[config.mk]
export PLATFORM = sky130hd
export DESIGN_NAME = spi_mst_flat
export DESIGN_NICKNAME = d
export VERILOG_FILES = /design/src/rtl/spi_mst_if.sv /design/src/rtl/spi_mst.sv /design/src/flat_wrapper.sv
export SDC_FILE = /design/constraint.sdc
export NUM_CORES = 1
export LEC_CHECK = 0
export CORE_UTILIZATION = 40
export DETAILED_ROUTE_END_ITERATION = 8
export PLACE_DENSITY = 0.63
export SKIP_LAST_GASP = 1
export SLEW_MARGIN = 20
export SYNTH_ARGS = -nofsm -noshare
export SYNTH_HDL_FRONTEND = slang
export SYNTH_SLANG_ARGS = --single-unit
[constraint.sdc]
create_clock -name i_spi_sclk -period 5.6 [get_ports i_spi_sclk]
set_clock_uncertainty 0.05 [all_clocks]
set_input_delay 1.12 -clock i_spi_sclk [delete_from_list [all_inputs] [get_ports i_spi_sclk]]
set_output_delay 1.12 -clock i_spi_sclk [all_outputs]
set_load 0.01 [all_outputs]
[src/rtl/spi_mst_if.sv]
// spi_mst request/response bundle.
// o_rsp_retry_cnt exists only when SPI_MST_RETRY_EN is defined.
`timescale 1ns/1ps
interface spi_mst_if;
  logic       i_req;
  logic       i_wr;
  logic [6:0] i_addr;
  logic [7:0] i_wdata;
  logic       o_req_rdy;
  logic       o_rsp_vld;
  logic [7:0] o_rsp_rdata;
  logic       o_rsp_err;
  logic [1:0] o_rsp_err_code;
`ifdef SPI_MST_RETRY_EN
  logic [2:0] o_rsp_retry_cnt;
`endif

  modport master (
    output i_req,
    output i_wr,
    output i_addr,
    output i_wdata,
`ifdef SPI_MST_RETRY_EN
    input  o_rsp_retry_cnt,
`endif
    input  o_req_rdy,
    input  o_rsp_vld,
    input  o_rsp_rdata,
    input  o_rsp_err,
    input  o_rsp_err_code
  );

  modport slave (
    input  i_req,
    input  i_wr,
    input  i_addr,
    input  i_wdata,
`ifdef SPI_MST_RETRY_EN
    output o_rsp_retry_cnt,
`endif
    output o_req_rdy,
    output o_rsp_vld,
    output o_rsp_rdata,
    output o_rsp_err,
    output o_rsp_err_code
  );
endinterface

[src/rtl/spi_mst.sv]
// SPI master for the 24-bit register-access frame (CMD + FETCH per access).
// Optional response retry: define SPI_MST_RETRY_EN.
`timescale 1ns/1ps
module spi_mst #(
  parameter int unsigned GAP_CYC     = 16,
  parameter int unsigned FRM_BIT_NUM = 24
`ifdef SPI_MST_RETRY_EN
  ,
  parameter int unsigned RETRY_MAX   = 2
`endif
) (
  input  logic     i_spi_sclk,
  input  logic     i_rst_n,
  spi_mst_if.slave bus,
  output logic     o_spi_sclk,
  output logic     o_spi_csb,
  output logic     o_spi_mosi,
  input  logic     i_spi_miso
);

  localparam int unsigned BCW = 5;

  typedef enum logic [2:0] {
    IDLE,
    CMD,
    GAP1,
    FETCH,
    DONE,
    GAP2
  } st_e;

  st_e st_q;
  st_e st_d;

  logic           wr_q;
  logic [6:0]     addr_q;
  logic [BCW-1:0] bit_cnt;
  logic [7:0]     gap_cnt;
  logic [23:0]    tx_sr;
  logic [23:0]    rx_sr;
  logic           sclk_en;

  logic           req_rdy;
  logic           acc;
  logic           bit_last;
  logic           gap_last;
  logic           shift_st;
  logic           gap_st;
  logic           ld_cmd;
  logic           ld_fetch;
  logic           done;
  logic           rsp_fire;
  logic           retry_go;
  logic           retry_pend;

  logic [15:0]    cmd_hdr;
  logic [15:0]    fch_hdr;
  logic [7:0]     cmd_crc;
  logic [7:0]     fch_crc;
  logic [7:0]     rsp_crc;

  logic           crc_ok;
  logic           addr_ok;
  logic           type_ok;
  logic           chk_err;
  logic [1:0]     chk_code;

  logic           rsp_vld_q;
  logic [7:0]     rsp_rdata_q;
  logic           rsp_err_q;
  logic [1:0]     rsp_code_q;

  // CRC-8, poly x^8+x^2+x+1, init 0, MSB first, unrolled over 16 bits
  function automatic logic [7:0] crc16to8_parallel(
    input logic [15:0] d
  );
    logic [7:0] c;
    logic       fb;
    c = 8'h00;
    for (int i = 15; i >= 0; i--) begin
      fb = c[7] ^ d[i];
      c  = {c[6:0], 1'b0} ^ (fb ? 8'h07 : 8'h00);
    end
    return c;
  endfunction

  assign acc      = bus.i_req & req_rdy;
  assign bit_last = bit_cnt == BCW'(FRM_BIT_NUM - 1);
  assign gap_last = gap_cnt == 8'(GAP_CYC - 1);

`ifdef SPI_MST_RETRY_EN
  logic [7:0] wdata_q;
  logic [2:0] retry_cnt;
  logic [2:0] rsp_retry_q;

  assign retry_go = chk_err & (retry_cnt < 3'(RETRY_MAX));
  assign cmd_hdr  = acc ? {bus.i_wr, bus.i_addr, bus.i_wdata}
                        : {wr_q, addr_q, wdata_q};

  always_ff @(posedge i_spi_sclk or negedge i_rst_n) begin
    if (!i_rst_n) begin
      wdata_q     <= '0;
      retry_cnt   <= '0;
      retry_pend  <= 1'b0;
      rsp_retry_q <= '0;
    end else begin
      if (acc) begin
        wdata_q   <= bus.i_wdata;
        retry_cnt <= '0;
      end else if (done & retry_go) begin
        retry_cnt <= retry_cnt + 3'd1;
      end
      if (done & retry_go) begin
        retry_pend <= 1'b1;
      end else if (ld_cmd) begin
        retry_pend <= 1'b0;
      end
      if (rsp_fire) begin
        rsp_retry_q <= retry_cnt;
      end
    end
  end

  assign bus.o_rsp_retry_cnt = rsp_retry_q;
`else
  assign retry_go   = 1'b0;
  assign retry_pend = 1'b0;
  assign cmd_hdr    = {bus.i_wr, bus.i_addr, bus.i_wdata};
`endif

  assign fch_hdr = {1'b0, addr_q, 8'h00};
  assign cmd_crc = crc16to8_parallel(cmd_hdr);
  assign fch_crc = crc16to8_parallel(fch_hdr);
  assign rsp_crc = crc16to8_parallel(rx_sr[23:8]);

  assign crc_ok  = rsp_crc == rx_sr[7:0];
  assign addr_ok = rx_sr[22:16] == addr_q;
  assign type_ok = rx_sr[23] == wr_q;

  always_comb begin
    chk_code = 2'd0;
    priority case (1'b1)
      !crc_ok:  chk_code = 2'd1;
      !addr_ok: chk_code = 2'd2;
      !type_ok: chk_code = 2'd3;
      default:  chk_code = 2'd0;
    endcase
  end

  assign chk_err = |chk_code;

  always_ff @(posedge i_spi_sclk or negedge i_rst_n) begin
    if (!i_rst_n) begin
      st_q <= IDLE;
    end else begin
      st_q <= st_d;
    end
  end

  always_comb begin
    st_d = st_q;
    unique case (st_q)
      IDLE:    if (acc)      st_d = CMD;
      CMD:     if (bit_last) st_d = GAP1;
      GAP1:    if (gap_last) st_d = FETCH;
      FETCH:   if (bit_last) st_d = DONE;
      DONE:    st_d = GAP2;
      GAP2: begin
        if (gap_last) begin
          st_d = retry_pend ? CMD : IDLE;
        end
      end
      default: st_d = IDLE;
    endcase
  end

  always_comb begin
    req_rdy  = 1'b0;
    shift_st = 1'b0;
    gap_st   = 1'b0;
    ld_fetch = 1'b0;
    done     = 1'b0;
    unique case (st_q)
      IDLE:  req_rdy  = 1'b1;
      CMD:   shift_st = 1'b1;
      FETCH: shift_st = 1'b1;
      DONE:  done     = 1'b1;
      GAP1: begin
        gap_st   = 1'b1;
        ld_fetch = gap_last;
      end
      GAP2:  gap_st   = 1'b1;
      default: ;
    endcase
  end

  assign ld_cmd   = acc | ((st_q == GAP2) & gap_last & retry_pend);
  assign rsp_fire = done & ~retry_go;

  always_ff @(posedge i_spi_sclk or negedge i_rst_n) begin
    if (!i_rst_n) begin
      wr_q    <= 1'b0;
      addr_q  <= '0;
      tx_sr   <= '0;
      rx_sr   <= '0;
      bit_cnt <= '0;
      gap_cnt <= '0;
    end else begin
      if (acc) begin
        wr_q   <= bus.i_wr;
        addr_q <= bus.i_addr;
      end

      if (ld_cmd) begin
        tx_sr <= {cmd_hdr, cmd_crc};
      end else if (ld_fetch) begin
        tx_sr <= {fch_hdr, fch_crc};
      end else if (shift_st) begin
        tx_sr <= {tx_sr[22:0], 1'b0};
      end

      if (st_q == FETCH) begin
        rx_sr <= {rx_sr[22:0], i_spi_miso};
      end

      if (shift_st && !bit_last) begin
        bit_cnt <= bit_cnt + BCW'(1);
      end else begin
        bit_cnt <= '0;
      end

      if (gap_st && !gap_last) begin
        gap_cnt <= gap_cnt + 8'd1;
      end else begin
        gap_cnt <= '0;
      end
    end
  end

  always_ff @(posedge i_spi_sclk or negedge i_rst_n) begin
    if (!i_rst_n) begin
      rsp_vld_q   <= 1'b0;
      rsp_rdata_q <= '0;
      rsp_err_q   <= 1'b0;
      rsp_code_q  <= '0;
    end else begin
      rsp_vld_q <= rsp_fire;
      if (rsp_fire) begin
        rsp_rdata_q <= rx_sr[15:8];
        rsp_err_q   <= chk_err;
        rsp_code_q  <= chk_code;
      end
    end
  end

  assign bus.o_req_rdy      = req_rdy;
  assign bus.o_rsp_vld      = rsp_vld_q;
  assign bus.o_rsp_rdata    = rsp_rdata_q;
  assign bus.o_rsp_err      = rsp_err_q;
  assign bus.o_rsp_err_code = rsp_code_q;

  // Pins launch on negedge so the slave sees them stable at its posedge.
  always_ff @(negedge i_spi_sclk or negedge i_rst_n) begin
    if (!i_rst_n) begin
      o_spi_csb  <= 1'b1;
      sclk_en    <= 1'b0;
      o_spi_mosi <= 1'b0;
    end else begin
      o_spi_csb  <= ~shift_st;
      sclk_en    <= shift_st;
      o_spi_mosi <= shift_st & tx_sr[23];
    end
  end

  assign o_spi_sclk = i_spi_sclk & sclk_en;

endmodule

[src/flat_wrapper.sv]
// flat-port wrapper written by rule: the top's interface ports become plain ports
module spi_mst_flat 
#(
  parameter int unsigned GAP_CYC     = 16,
  parameter int unsigned FRM_BIT_NUM = 24

)
  (i_spi_sclk, i_rst_n, o_spi_sclk, o_spi_csb, o_spi_mosi, i_spi_miso, bus_i_req, bus_i_wr, bus_i_addr, bus_i_wdata, bus_o_req_rdy, bus_o_rsp_vld, bus_o_rsp_rdata, bus_o_rsp_err, bus_o_rsp_err_code);
  spi_mst_if bus_i ();
  input  logic i_spi_sclk;
  input  logic i_rst_n;
  output logic o_spi_sclk;
  output logic o_spi_csb;
  output logic o_spi_mosi;
  input  logic i_spi_miso;
  input wire logic [$bits(bus_i.i_req)-1:0] bus_i_req;
  input wire logic [$bits(bus_i.i_wr)-1:0] bus_i_wr;
  input wire logic [$bits(bus_i.i_addr)-1:0] bus_i_addr;
  input wire logic [$bits(bus_i.i_wdata)-1:0] bus_i_wdata;
  output wire logic [$bits(bus_i.o_req_rdy)-1:0] bus_o_req_rdy;
  output wire logic [$bits(bus_i.o_rsp_vld)-1:0] bus_o_rsp_vld;
  output wire logic [$bits(bus_i.o_rsp_rdata)-1:0] bus_o_rsp_rdata;
  output wire logic [$bits(bus_i.o_rsp_err)-1:0] bus_o_rsp_err;
  output wire logic [$bits(bus_i.o_rsp_err_code)-1:0] bus_o_rsp_err_code;
  assign bus_i.i_req = bus_i_req;
  assign bus_i.i_wr = bus_i_wr;
  assign bus_i.i_addr = bus_i_addr;
  assign bus_i.i_wdata = bus_i_wdata;
  assign bus_o_req_rdy = bus_i.o_req_rdy;
  assign bus_o_rsp_vld = bus_i.o_rsp_vld;
  assign bus_o_rsp_rdata = bus_i.o_rsp_rdata;
  assign bus_o_rsp_err = bus_i.o_rsp_err;
  assign bus_o_rsp_err_code = bus_i.o_rsp_err_code;
  spi_mst #(.GAP_CYC(GAP_CYC), .FRM_BIT_NUM(FRM_BIT_NUM)) u_core (.i_spi_sclk(i_spi_sclk), .i_rst_n(i_rst_n), .bus(bus_i), .o_spi_sclk(o_spi_sclk), .o_spi_csb(o_spi_csb), .o_spi_mosi(o_spi_mosi), .i_spi_miso(i_spi_miso));
endmodule
==> results of run 1 <==
per-layer routing:
metal / vias up / share of wire / track usage
met5: - / 0 / 0
met4: 0 / 0.013 / 0.0695
met3: 7 / 0.034 / 0.0486
met2: 54 / 0.45 / 0.261
met1: 1595 / 0.50 / 0.254
li1: 1523 / - / -
worst max-delay path by stage:
| stage | start | to | slack, ns | cells past startpoint |
|---|---|---|---|---|
| after CTS | u_core.o_spi_csb | o_spi_csb | 0.08 | 1 |
| after detailed placement | u_core.o_spi_csb | o_spi_csb | 0.62 | 1 |
| after floorplan | u_core.o_spi_csb | o_spi_csb | 1.11 | 0 |
| after global placement | u_core.o_spi_csb | o_spi_csb | 0.61 | 1 |
| after global routing | u_core.o_spi_csb | o_spi_csb | 0.06 | 1 |
| final | u_core.o_spi_csb | o_spi_csb | 0.09 | 1 |
stage by stage:
| stage | hold WS [ns] | setup WS [ns] |
|---|---|---|
| final | 0.415 | 0.0942 |
| after global routing | 0.454 | 0.0578 |
| after CTS | 0.423 | 0.0802 |
| after global placement | 0.402 | 0.613 |
| after floorplan | 0.380 | 1.11 |
| after detailed placement | 0.414 | 0.616 |
flip-flops by register name (all words and copies together), names as in the netlist, 2 cells and up:
signal,cells
u_core.bus.o_rsp_rdata,8
u_core.bit_cnt,5
u_core.rx_sr,24
u_core.tx_sr,24
u_core.st_q,3
u_core.bus.o_rsp_err_code,2
u_core.gap_cnt,8
u_core.addr_q,7
cell families after synthesis:
family | Yosys count
mux | 41
compound gates | 49
flops | 87
xor+xnor | 97
simple gates | 123
fa+ha+maj | 2
buf+inv | 36
final cells by class:
type / instances / area (sq um) / area share
clock buffers: 16 / 332 / 0.0610
clock inverters: 5 / 57.6 / 0.0106
inverters: 5 / 18.8 / 0.00345
multi-input cells: 312 / 2320 / 0.426
flip-flops and latches: 87 / 2180 / 0.401
well taps: 140 / 175 / 0.0322
repair buffers: 37 / 360 / 0.0663
power groups by stage:
stage	clock network (mW)	logic [mW]	registers [mW]
after detailed placement	0.0269	0.763	0.954
after global placement	0.0269	0.747	0.950
final	0.736	0.761	0.946
after floorplan	0.0126	0.666	0.877
after global routing	0.780	0.846	0.971
after CTS	0.753	0.767	0.945
placed cells by master, fill, tap and decap left out, types with 3 or more instances in the layout:
cell                              count
sky130_fd_sc_hd__or3_1                3
sky130_fd_sc_hd__mux2_2              33
sky130_fd_sc_hd__xnor3_1              4
sky130_fd_sc_hd__a22oi_1              6
sky130_fd_sc_hd__mux2i_1              8
sky130_fd_sc_hd__dfrtp_1             84
sky130_fd_sc_hd__clkbuf_16           12
sky130_fd_sc_hd__and2_1               4
sky130_fd_sc_hd__o21ai_0              5
sky130_fd_sc_hd__xor2_1              23
sky130_fd_sc_hd__xnor2_1             67
sky130_fd_sc_hd__o21ai_1              5
sky130_fd_sc_hd__nand3_1             21
sky130_fd_sc_hd__a31oi_1              9
sky130_fd_sc_hd__or2_1                3
sky130_fd_sc_hd__o211ai_1             7
sky130_fd_sc_hd__nand2_1             46
sky130_fd_sc_hd__a21oi_1              5
sky130_fd_sc_hd__clkdlybuf4s50_1     34
sky130_fd_sc_hd__nor2_1              32
sky130_fd_sc_hd__buf_4                4
sky130_fd_sc_hd__inv_1                6
==> out/results.ini, run 1 <==
[power]
power.static_leakage_nw=2.34
internal_power_mw=1.65
p_switching_mw=0.792
power_per_cell_area_nw_per_um2=449
share_comb_of_total_power=0.311
irDropWorstVdd_v=0.000174
total_power_mw=2.44
power.share.switching=0.324
power.sequential.fraction=0.387
pwr-share-clk=0.301

[global_routing]
grt_use_total=0.180
antenna_found_initial=0
total_congestion_overflow_after_global_routing=0
maximum_number_of_pins_on_one_net_before_global_route_repair=75
first_global_vias=3167
global_route_wire_length_before_repair_um=16100

[final_layout]
finalInstanceArea_sq_um=5440
layout-drive-gt1-share=0.136
final_core_util=0.491
num_antenna_cells=0
fill_cells=1020
syn2layout_area_growth_pct=17.3
layout.cells.non_filler=602
layout.nets=479

[synth]
synth.largest_area_cell=sky130_fd_sc_hd__dfrtp_1
synth_fp_nets=457
synth-main-ff-cell=sky130_fd_sc_hd__dfrtp_1
yosysTopAreaCellShare=0.453
synthesis.area_per_instance_sq_um=10.7
commonest_cells_in_the_netlist=84 x sky130_fd_sc_hd__dfrtp_1, 67 x sky130_fd_sc_hd__xnor2_1, 48 x sky130_fd_sc_hd__nand2_1
synth_sequential_area_ratio=0.470
synthMostInstantiatedCell=sky130_fd_sc_hd__dfrtp_1
synth.mux.area_fraction=0.0974
yosys_register_bits=87
synth_warnings=0
yosys.area_share.adder=0.00540
mappedNetlistArea_sq_um=4640
synthesis.instances=435
yosysUniqueCellTypes=45
synth-xor-area-share=0.202
yosys-top-cells-area=sky130_fd_sc_hd__dfrtp_1 45%, sky130_fd_sc_hd__xnor2_1 13%, sky130_fd_sc_hd__mux2_2 8.0%
yosys.area_share.simple=0.122
synth_enable_flop_cells=0
synth_top_family_by_area=XOR/XNOR gates
synth_compound_area_frac=0.0712
ys_async_sr_fraction=1.00

[setup_path]
criticalPathCategory=flop to output port
cell_with_the_largest_stage_delay_on_the_worst_path=sky130_fd_sc_hd__clkdlybuf4s50_1
critPathBufInv=1
worst-path-max-fanout=1
crit_path_max_incr_delay_ns=0.52
worst-endpoint-required_ns=4.43
r2r_slack_ns=1.25
worstPathCellList=clkdlybuf4s50_1
cp-start-kind=flop
worstReg2RegEnd=u_core.o_spi_csb
timing.critical_path.max_delay_family=buffers and inverters
worstRegToRegCells=3
setup.worst_path.end_class=output port
cp.arrival_ns=4.34
reg2reg_from=u_core.st_q[0]

[floorplanning]
initial_utilization=0.419
die_width_um=110
die_area_sq_um=12000
core_box_area_sq_um=11100
placement_rows=38
design.portCount=36
y_dimension_of_the_die_um=110

[sta]
fin_setup_tns_ns=0
rsz0062_at_grt=false
setup_viol=0
headroom_to_the_max_slew_limit=0.362
tightest_slew_ns=0.957
timing.final.hold_violations=0
timing.final.max_slew_violations=0

[worst_hold_path]
hold_start=u_core.gap_cnt[0]
hold_end=u_core.gap_cnt[0]
holdPathStages=1
worstHoldPathType=flop to flop

[detailed_routing]
routed_wirelength_um=9580
drtAntennaViolNets=0
drt-pass1-iter-count=4
route.detailed.wl_per_inst_um=15.9
routed-via-count=3179
initialDrtViolationCount=141
drc=0
viasPerCell=5.28

[flow_run]
max_cap_violations=0

[cts]
clock_tree_from_tritoncts=built
clkTransAtPathRegs_ns=0.06
cts_setup_buffers=0
post_cts.resized_instances=0
post_cts_hold_buffer_count=0
clk-insertion-delay-late_ns=0.45

[placement]
detailedPlacementHpwl_um=6570
place.gp.congestion=0.798
io_buffers=35
place_area_sq_um=5060
placedCellCount=583

[outcome]
outcome=finished, final reports clean

(Power assumes the default switching activity.)
==> run 2: changes to the inputs <==
- PLACE_DENSITY: 0.63 -> 0.67
==> run 2 against run 1 <==
- combinational power about the same
- via count decreased by 0.82%
- total power decreased by 1.2%
- sequential power increased by 0.4%
- critical path depth stayed put
- clock power down 4.2%
- sequential cell count did not move
- cell count stayed put
- core utilization down 0.12 points
- worst hold slack lost 0.0064 ns
- largest power group unchanged
==> out/results.ini, run 2 (same netlist as run 1, synthesis figures left out) <==
[outcome]
outcome=finished, final reports clean

[final_layout]
layout.nets=479  ; unchanged
largest_registers=u_core.rx_sr (24), u_core.tx_sr (24)
layout-drive-gt1-share=0.139  ; +0.00216
num_antenna_cells=0  ; unchanged
layout.cells.most_common_list=84 x sky130_fd_sc_hd__dfrtp_1, 67 x sky130_fd_sc_hd__xnor2_1, 46 x sky130_fd_sc_hd__nand2_1, 34 x sky130_fd_sc_hd__clkdlybuf4s50_1, 33 x sky130_fd_sc_hd__mux2_2
most_common_cell_after_layout_fill_and_taps_aside=sky130_fd_sc_hd__dfrtp_1
fill_cells=961  ; -5.8%
syn2layout_area_growth_pct=17.0

[cts]
post_cts.resized_instances=0  ; unchanged
clkTransAtPathRegs_ns=0.06  ; about the same
post_cts_hold_buffer_count=0  ; unchanged
cts_setup_buffers=0  ; unchanged
clock_tree_from_tritoncts=built
clk-insertion-delay-late_ns=0.45  ; about the same

[global_routing]
antenna_found_initial=0  ; unchanged
grt_use_total=0.180  ; +0.000841
maximum_number_of_pins_on_one_net_before_global_route_repair=69  ; -8.0%
first_global_vias=3202  ; +1.1%
global_route_wire_length_before_repair_um=16200  ; +1.1%
total_congestion_overflow_after_global_routing=0  ; unchanged

[setup_path]
cp.arrival_ns=4.34  ; about the same
worst-path-max-fanout=1  ; unchanged
reg2reg_from=u_core.st_q[0]
cp-start-kind=flop
timing.critical_path.max_delay_family=buffers and inverters
crit_path_max_incr_delay_ns=0.52  ; about the same
setup.worst_path.end_class=output port
critPathBufInv=1  ; unchanged
worst-endpoint-required_ns=4.43  ; about the same
criticalPathCategory=flop to output port
worstRegToRegCells=3  ; unchanged
cell_with_the_largest_stage_delay_on_the_worst_path=sky130_fd_sc_hd__clkdlybuf4s50_1
worstReg2RegEnd=u_core.o_spi_csb
worstPathCellList=clkdlybuf4s50_1
r2r_slack_ns=1.29  ; +0.04 ns

[floorplanning]
die_width_um=110  ; unchanged
core_box_area_sq_um=11100  ; unchanged
initial_utilization=0.419  ; unchanged
placement_rows=38  ; unchanged
die_area_sq_um=12000  ; unchanged
y_dimension_of_the_die_um=110  ; unchanged
design.portCount=36  ; unchanged

[power]
power.static_leakage_nw=2.34  ; about the same
power_per_cell_area_nw_per_um2=445  ; -0.97%
irDropWorstVdd_v=0.000160  ; -8.2%

[placement]
detailedPlacementHpwl_um=6550  ; -0.32%
place.gp.congestion=0.810  ; +1.5%
io_buffers=35  ; unchanged

[detailed_routing]
route.detailed.wl_per_inst_um=15.9  ; about the same
drt-pass1-iter-count=4  ; unchanged
viasPerCell=5.24  ; -0.82%
initialDrtViolationCount=138  ; -2.1%
routed_wirelength_um=9590  ; about the same
routed-via-count=3153  ; -0.82%
drtAntennaViolNets=0  ; unchanged
drc=0  ; unchanged

[sta]
rsz0062_at_grt=false
tightest_slew_ns=0.854  ; -0.103 ns
timing.final.hold_violations=0  ; unchanged
headroom_to_the_max_slew_limit=0.431  ; +0.0685
timing.final.max_slew_violations=0  ; unchanged
setup_viol=0  ; unchanged
fin_setup_tns_ns=0  ; unchanged
hold_ws_ns=0.409  ; -0.00643 ns

[worst_hold_path]
holdPathStages=1  ; unchanged
worstHoldPathType=flop to flop
hold_start=u_core.gap_cnt[0]
hold_end=u_core.gap_cnt[0]

[flow_run]
max_cap_violations=0  ; unchanged

[run 2: cell types whose count changed in the layout (fill, tap and decap cells not counted), sizes merged]
cell	change
inv	-1
clkinvlp	-1
clkinv	+3
bufinv	-1
[run 2: per-stage QoR]
stage / power, mW / setup WS [ns] / instances / area [sq um] / util
after detailed placement: 1.74 / 0.615 / 583 / 5060 / 0.457
after floorplan: 1.56 / 1.11 / 435 / 4640 / -
after global placement: 1.72 / 0.611 / 583 / 5060 / 0.457
final: 2.41 / 0.0887 / 602 / 5430 / 0.490
after CTS: 2.43 / 0.0753 / 602 / 5420 / 0.489
after global routing: 2.57 / 0.0516 / 602 / 5430 / 0.490
[run 2: routing by layer]
metal | global-route usage | part of all wire | vias up
met4 | 0.0686 | 0.018 | 0
li1 | - | - | 1513
met5 | 0 | 0 | -
met2 | 0.269 | 0.46 | 55
met1 | 0.247 | 0.48 | 1569
met3 | 0.0539 | 0.039 | 16
[run 2: area by class of cell]
type | count | area (sq um) | area share
timing repair buffer | 37 | 360 | 0.0664
clock inverter | 5 | 33.8 | 0.00623
inverter | 5 | 18.8 | 0.00346
multi-input combinational | 312 | 2320 | 0.427
tap | 140 | 175 | 0.0323
sequential | 87 | 2180 | 0.402
clock buffer | 16 | 342 | 0.0630
[run 2: how the worst max path moves through the flow]
stage,slack (ns),endpoint,startpoint,depth (start not counted)
floorplan,1.11,o_spi_csb,u_core.o_spi_csb,0
global placement,0.61,o_spi_csb,u_core.o_spi_csb,1
detailed placement,0.61,o_spi_csb,u_core.o_spi_csb,1
CTS,0.08,o_spi_csb,u_core.o_spi_csb,1
global route,0.05,o_spi_csb,u_core.o_spi_csb,1
finish,0.09,o_spi_csb,u_core.o_spi_csb,1
[run 2: power breakdown]
part | internal, mW | switching (mW) | total [mW]
clock network | 0.434 | 0.270 | 0.705
registers | 0.790 | 0.160 | 0.950
logic | 0.392 | 0.367 | 0.759
==> run 3: changes to the inputs <==
- ABC_AREA: default -> 1
==> run 3 against run 2 <==
- combinational power rose to 2.7 times the previous value
- critical path depth is the same
- die area increased by 8.5%
- clock-buffer cell count is 3 lower
- core utilization down 0.36 points
- cell area grew 9.0%
- critical path type unchanged
- largest cell class unchanged
==> out/results.ini, run 3 <==
[outcome]
outcome=finished, final reports clean

[sta]
headroom_to_the_max_slew_limit=0.356  ; -0.0748
fin_setup_tns_ns=0  ; unchanged
rsz0062_at_grt=false
setup_ws_ns=0.0758  ; -0.0129 ns
tightest_slew_ns=0.966  ; +0.112 ns
timing.final.max_slew_violations=0  ; unchanged
setup_viol=0  ; unchanged
timing.final.hold_violations=0  ; unchanged
hold_ws_ns=0.420  ; +0.0110 ns

[worst_hold_path]
worstHoldPathType=flop to flop
hold_end=u_core.bit_cnt[0]
holdPathStages=1  ; unchanged
hold_start=u_core.bit_cnt[0]

[synth]
yosys_register_bits=87  ; unchanged
synthMostInstantiatedCell=sky130_fd_sc_hd__nand2_1
commonest_cells_in_the_netlist=202 x sky130_fd_sc_hd__nand2_1, 84 x sky130_fd_sc_hd__dfrtp_1, 71 x sky130_fd_sc_hd__inv_1
synth_warnings=0  ; unchanged
synthesis.area_per_instance_sq_um=7.46  ; -30%
synth_sequential_area_ratio=0.432  ; -0.0375
synth_enable_flop_cells=0  ; unchanged
synthesis.instances=676  ; +55%
yosys-top-cells-area=sky130_fd_sc_hd__dfrtp_1 42%, sky130_fd_sc_hd__nand2_1 15%, sky130_fd_sc_hd__nand3_1 6.3%
yosysTopAreaCellShare=0.417  ; -0.0362
synth-main-ff-cell=sky130_fd_sc_hd__dfrtp_1
yosysUniqueCellTypes=36  ; -20%
synth.largest_area_cell=sky130_fd_sc_hd__dfrtp_1
mappedNetlistArea_sq_um=5040  ; +8.7%
ys_async_sr_fraction=1.00  ; unchanged
synth_fp_nets=698  ; +53%

[detailed_routing]
drc=0  ; unchanged
initialDrtViolationCount=272  ; +97%
viasPerCell=4.91  ; -6.3%
detailroute.wirelength.met2_um=5190  ; +18%
wl_met3_um=359  ; -3.8%
route.detailed.wl_per_inst_um=12.8  ; -20%
maxUsedRoutingLayer=met4
routed_wirelength_um=11200  ; +17%
routed-via-count=4307  ; +37%
drtAntennaViolNets=0  ; unchanged
wl_met1_um=5430  ; +17%
drt-pass1-iter-count=5  ; +1

[setup_path]
worst-endpoint-required_ns=4.43  ; about the same
worstRegToRegCells=5  ; +2
critical_path_depth=1  ; unchanged
worstPathCellList=clkdlybuf4s50_1
worst-path-max-fanout=1  ; unchanged
timing.critical_path.max_delay_family=buffers and inverters
cell_with_the_largest_stage_delay_on_the_worst_path=sky130_fd_sc_hd__clkdlybuf4s50_1
criticalPathCategory=flop to output port
setup.worst_path.end_class=output port
crit_path_max_incr_delay_ns=0.53  ; about the same
cp.arrival_ns=4.35  ; about the same
r2r_slack_ns=1.67  ; +0.38 ns
worstReg2RegEnd=u_core.o_spi_mosi
critPathBufInv=1  ; unchanged
cp-start-kind=flop
reg2reg_from=u_core.st_q[0]

[placement]
io_buffers=35  ; unchanged
place.gp.congestion=0.871  ; +7.5%
detailedPlacementHpwl_um=8170  ; +25%
placedCellCount=859  ; +47%
pre_cts_ws_ns=0.610  ; -0.00448 ns

[final_layout]
fill_cells=1189  ; +24%
num_antenna_cells=0  ; unchanged
layout-drive-gt1-share=0.0761  ; -0.0625
seqCellArea_sq_um=2180  ; unchanged
largest_registers=u_core.rx_sr (24), u_core.tx_sr (24)
layout.cells.non_filler=878  ; +46%
syn2layout_area_growth_pct=17.3
most_common_cell_after_layout_fill_and_taps_aside=sky130_fd_sc_hd__nand2_1
layout.cells.most_common_list=202 x sky130_fd_sc_hd__nand2_1, 84 x sky130_fd_sc_hd__dfrtp_1, 71 x sky130_fd_sc_hd__inv_1, 63 x sky130_fd_sc_hd__nand3_1, 58 x sky130_fd_sc_hd__o21ai_0
layout.nets=727  ; +52%
multi_input_area_sq_um=2460  ; +6.1%

[power]
internal_power_mw=2.14  ; +32%
pwr-share-clk=0.185  ; -0.107
power.static_leakage_nw=2.88  ; +23%
total_power_mw=3.97  ; +64%
power_per_cell_area_nw_per_um2=671  ; +51%
p_switching_mw=1.83  ; +130%
power.sequential.fraction=0.292  ; -0.102
power.share.switching=0.461  ; +0.131
share_comb_of_total_power=0.523  ; +0.208
irDropWorstVdd_v=0.000188  ; +17%

[floorplanning]
design.portCount=36  ; unchanged
die_width_um=114  ; +4.2%
die_area_sq_um=13100  ; +8.5%
initial_utilization=0.415  ; -0.00417
core_box_area_sq_um=12200  ; +9.8%
placement_rows=40  ; +5.3%
y_dimension_of_the_die_um=114  ; +4.2%

[cts]
clock_tree_from_tritoncts=built
clk-insertion-delay-late_ns=0.46  ; about the same
post_cts_hold_buffer_count=0  ; unchanged
post_cts.resized_instances=0  ; unchanged
cts_setup_buffers=0  ; unchanged
clkTransAtPathRegs_ns=0.07  ; about the same

[global_routing]
grt_use_total=0.192  ; +0.0114
first_global_vias=4244  ; +33%
total_congestion_overflow_after_global_routing=0  ; unchanged
maximum_number_of_pins_on_one_net_before_global_route_repair=78  ; +13%
global_route_wire_length_before_repair_um=19500  ; +20%
antenna_found_initial=0  ; unchanged

[flow_run]
max_cap_violations=0  ; unchanged

run 3: cell types whose count changed after synthesis, moves of 8 or more:
| cell | change |
|---|---|
| sky130_fd_sc_hd__a21oi_1 | +11 |
| sky130_fd_sc_hd__inv_1 | +65 |
| sky130_fd_sc_hd__mux2_2 | -33 |
| sky130_fd_sc_hd__mux2i_1 | -8 |
| sky130_fd_sc_hd__nand2_1 | +154 |
| sky130_fd_sc_hd__nand2_2 | +9 |
| sky130_fd_sc_hd__nand3_1 | +42 |
| sky130_fd_sc_hd__o21ai_0 | +53 |
| sky130_fd_sc_hd__xnor2_1 | -41 |
run 3: through the flow:
| step | area [sq um] | utilization |
|---|---|---|
| after CTS | 5910 | 0.486 |
| after floorplan | 5040 | - |
| after global routing | 5910 | 0.486 |
| after detailed placement | 5530 | 0.455 |
| after global placement | 5530 | 0.455 |
| final | 5910 | 0.486 |
run 3: worst max path at each step:
stage	startpoint	endpoint
2_1_floorplan	u_core.o_spi_csb	o_spi_csb
3_3_place_gp	u_core.o_spi_csb	o_spi_csb
4_1_cts	u_core.o_spi_csb	o_spi_csb
6_report	u_core.o_spi_csb	o_spi_csb
3_5_place_dp	u_core.o_spi_csb	o_spi_csb
5_1_grt	u_core.o_spi_csb	o_spi_csb
run 3: metal layers:
metal,track usage,up-vias
li1,-,2205
met1,0.245,2010
met5,0,-
met4,0.0926,0
met3,0.0402,15
met2,0.309,77
run 3: cells by family (layout without fill, tap and decap cells):
logic type | count (synthesis) | count (layout) | synth area share
flops | 87 | 87 | 0.432
compound gates | 91 | 91 | 0.0990
simple gates | 341 | 341 | 0.295
xor+xnor | 50 | 50 | 0.0884
buf+inv | 105 | 139 | 0.0802
fa+ha+maj | 2 | 2 | 0.00496
run 3: cell type report:
cell class                 instances  area share
timing repair buffer              39      0.0635
tap                              168      0.0356
clock inverter                     9      0.0146
inverter                          78      0.0495
clock buffer                      13      0.0525
sequential                        87       0.368
multi-input combinational        484       0.416
run 3: power by group through the flow:
stage	clock (mW)	combinational (mW)	sequential [mW]
after floorplan	0.00673	1.64	1.07
after global placement	0.0129	2.01	1.16
after detailed placement	0.0129	2.07	1.17
after CTS	0.747	2.09	1.16
after global routing	0.775	2.37	1.20
final	0.732	2.08	1.16
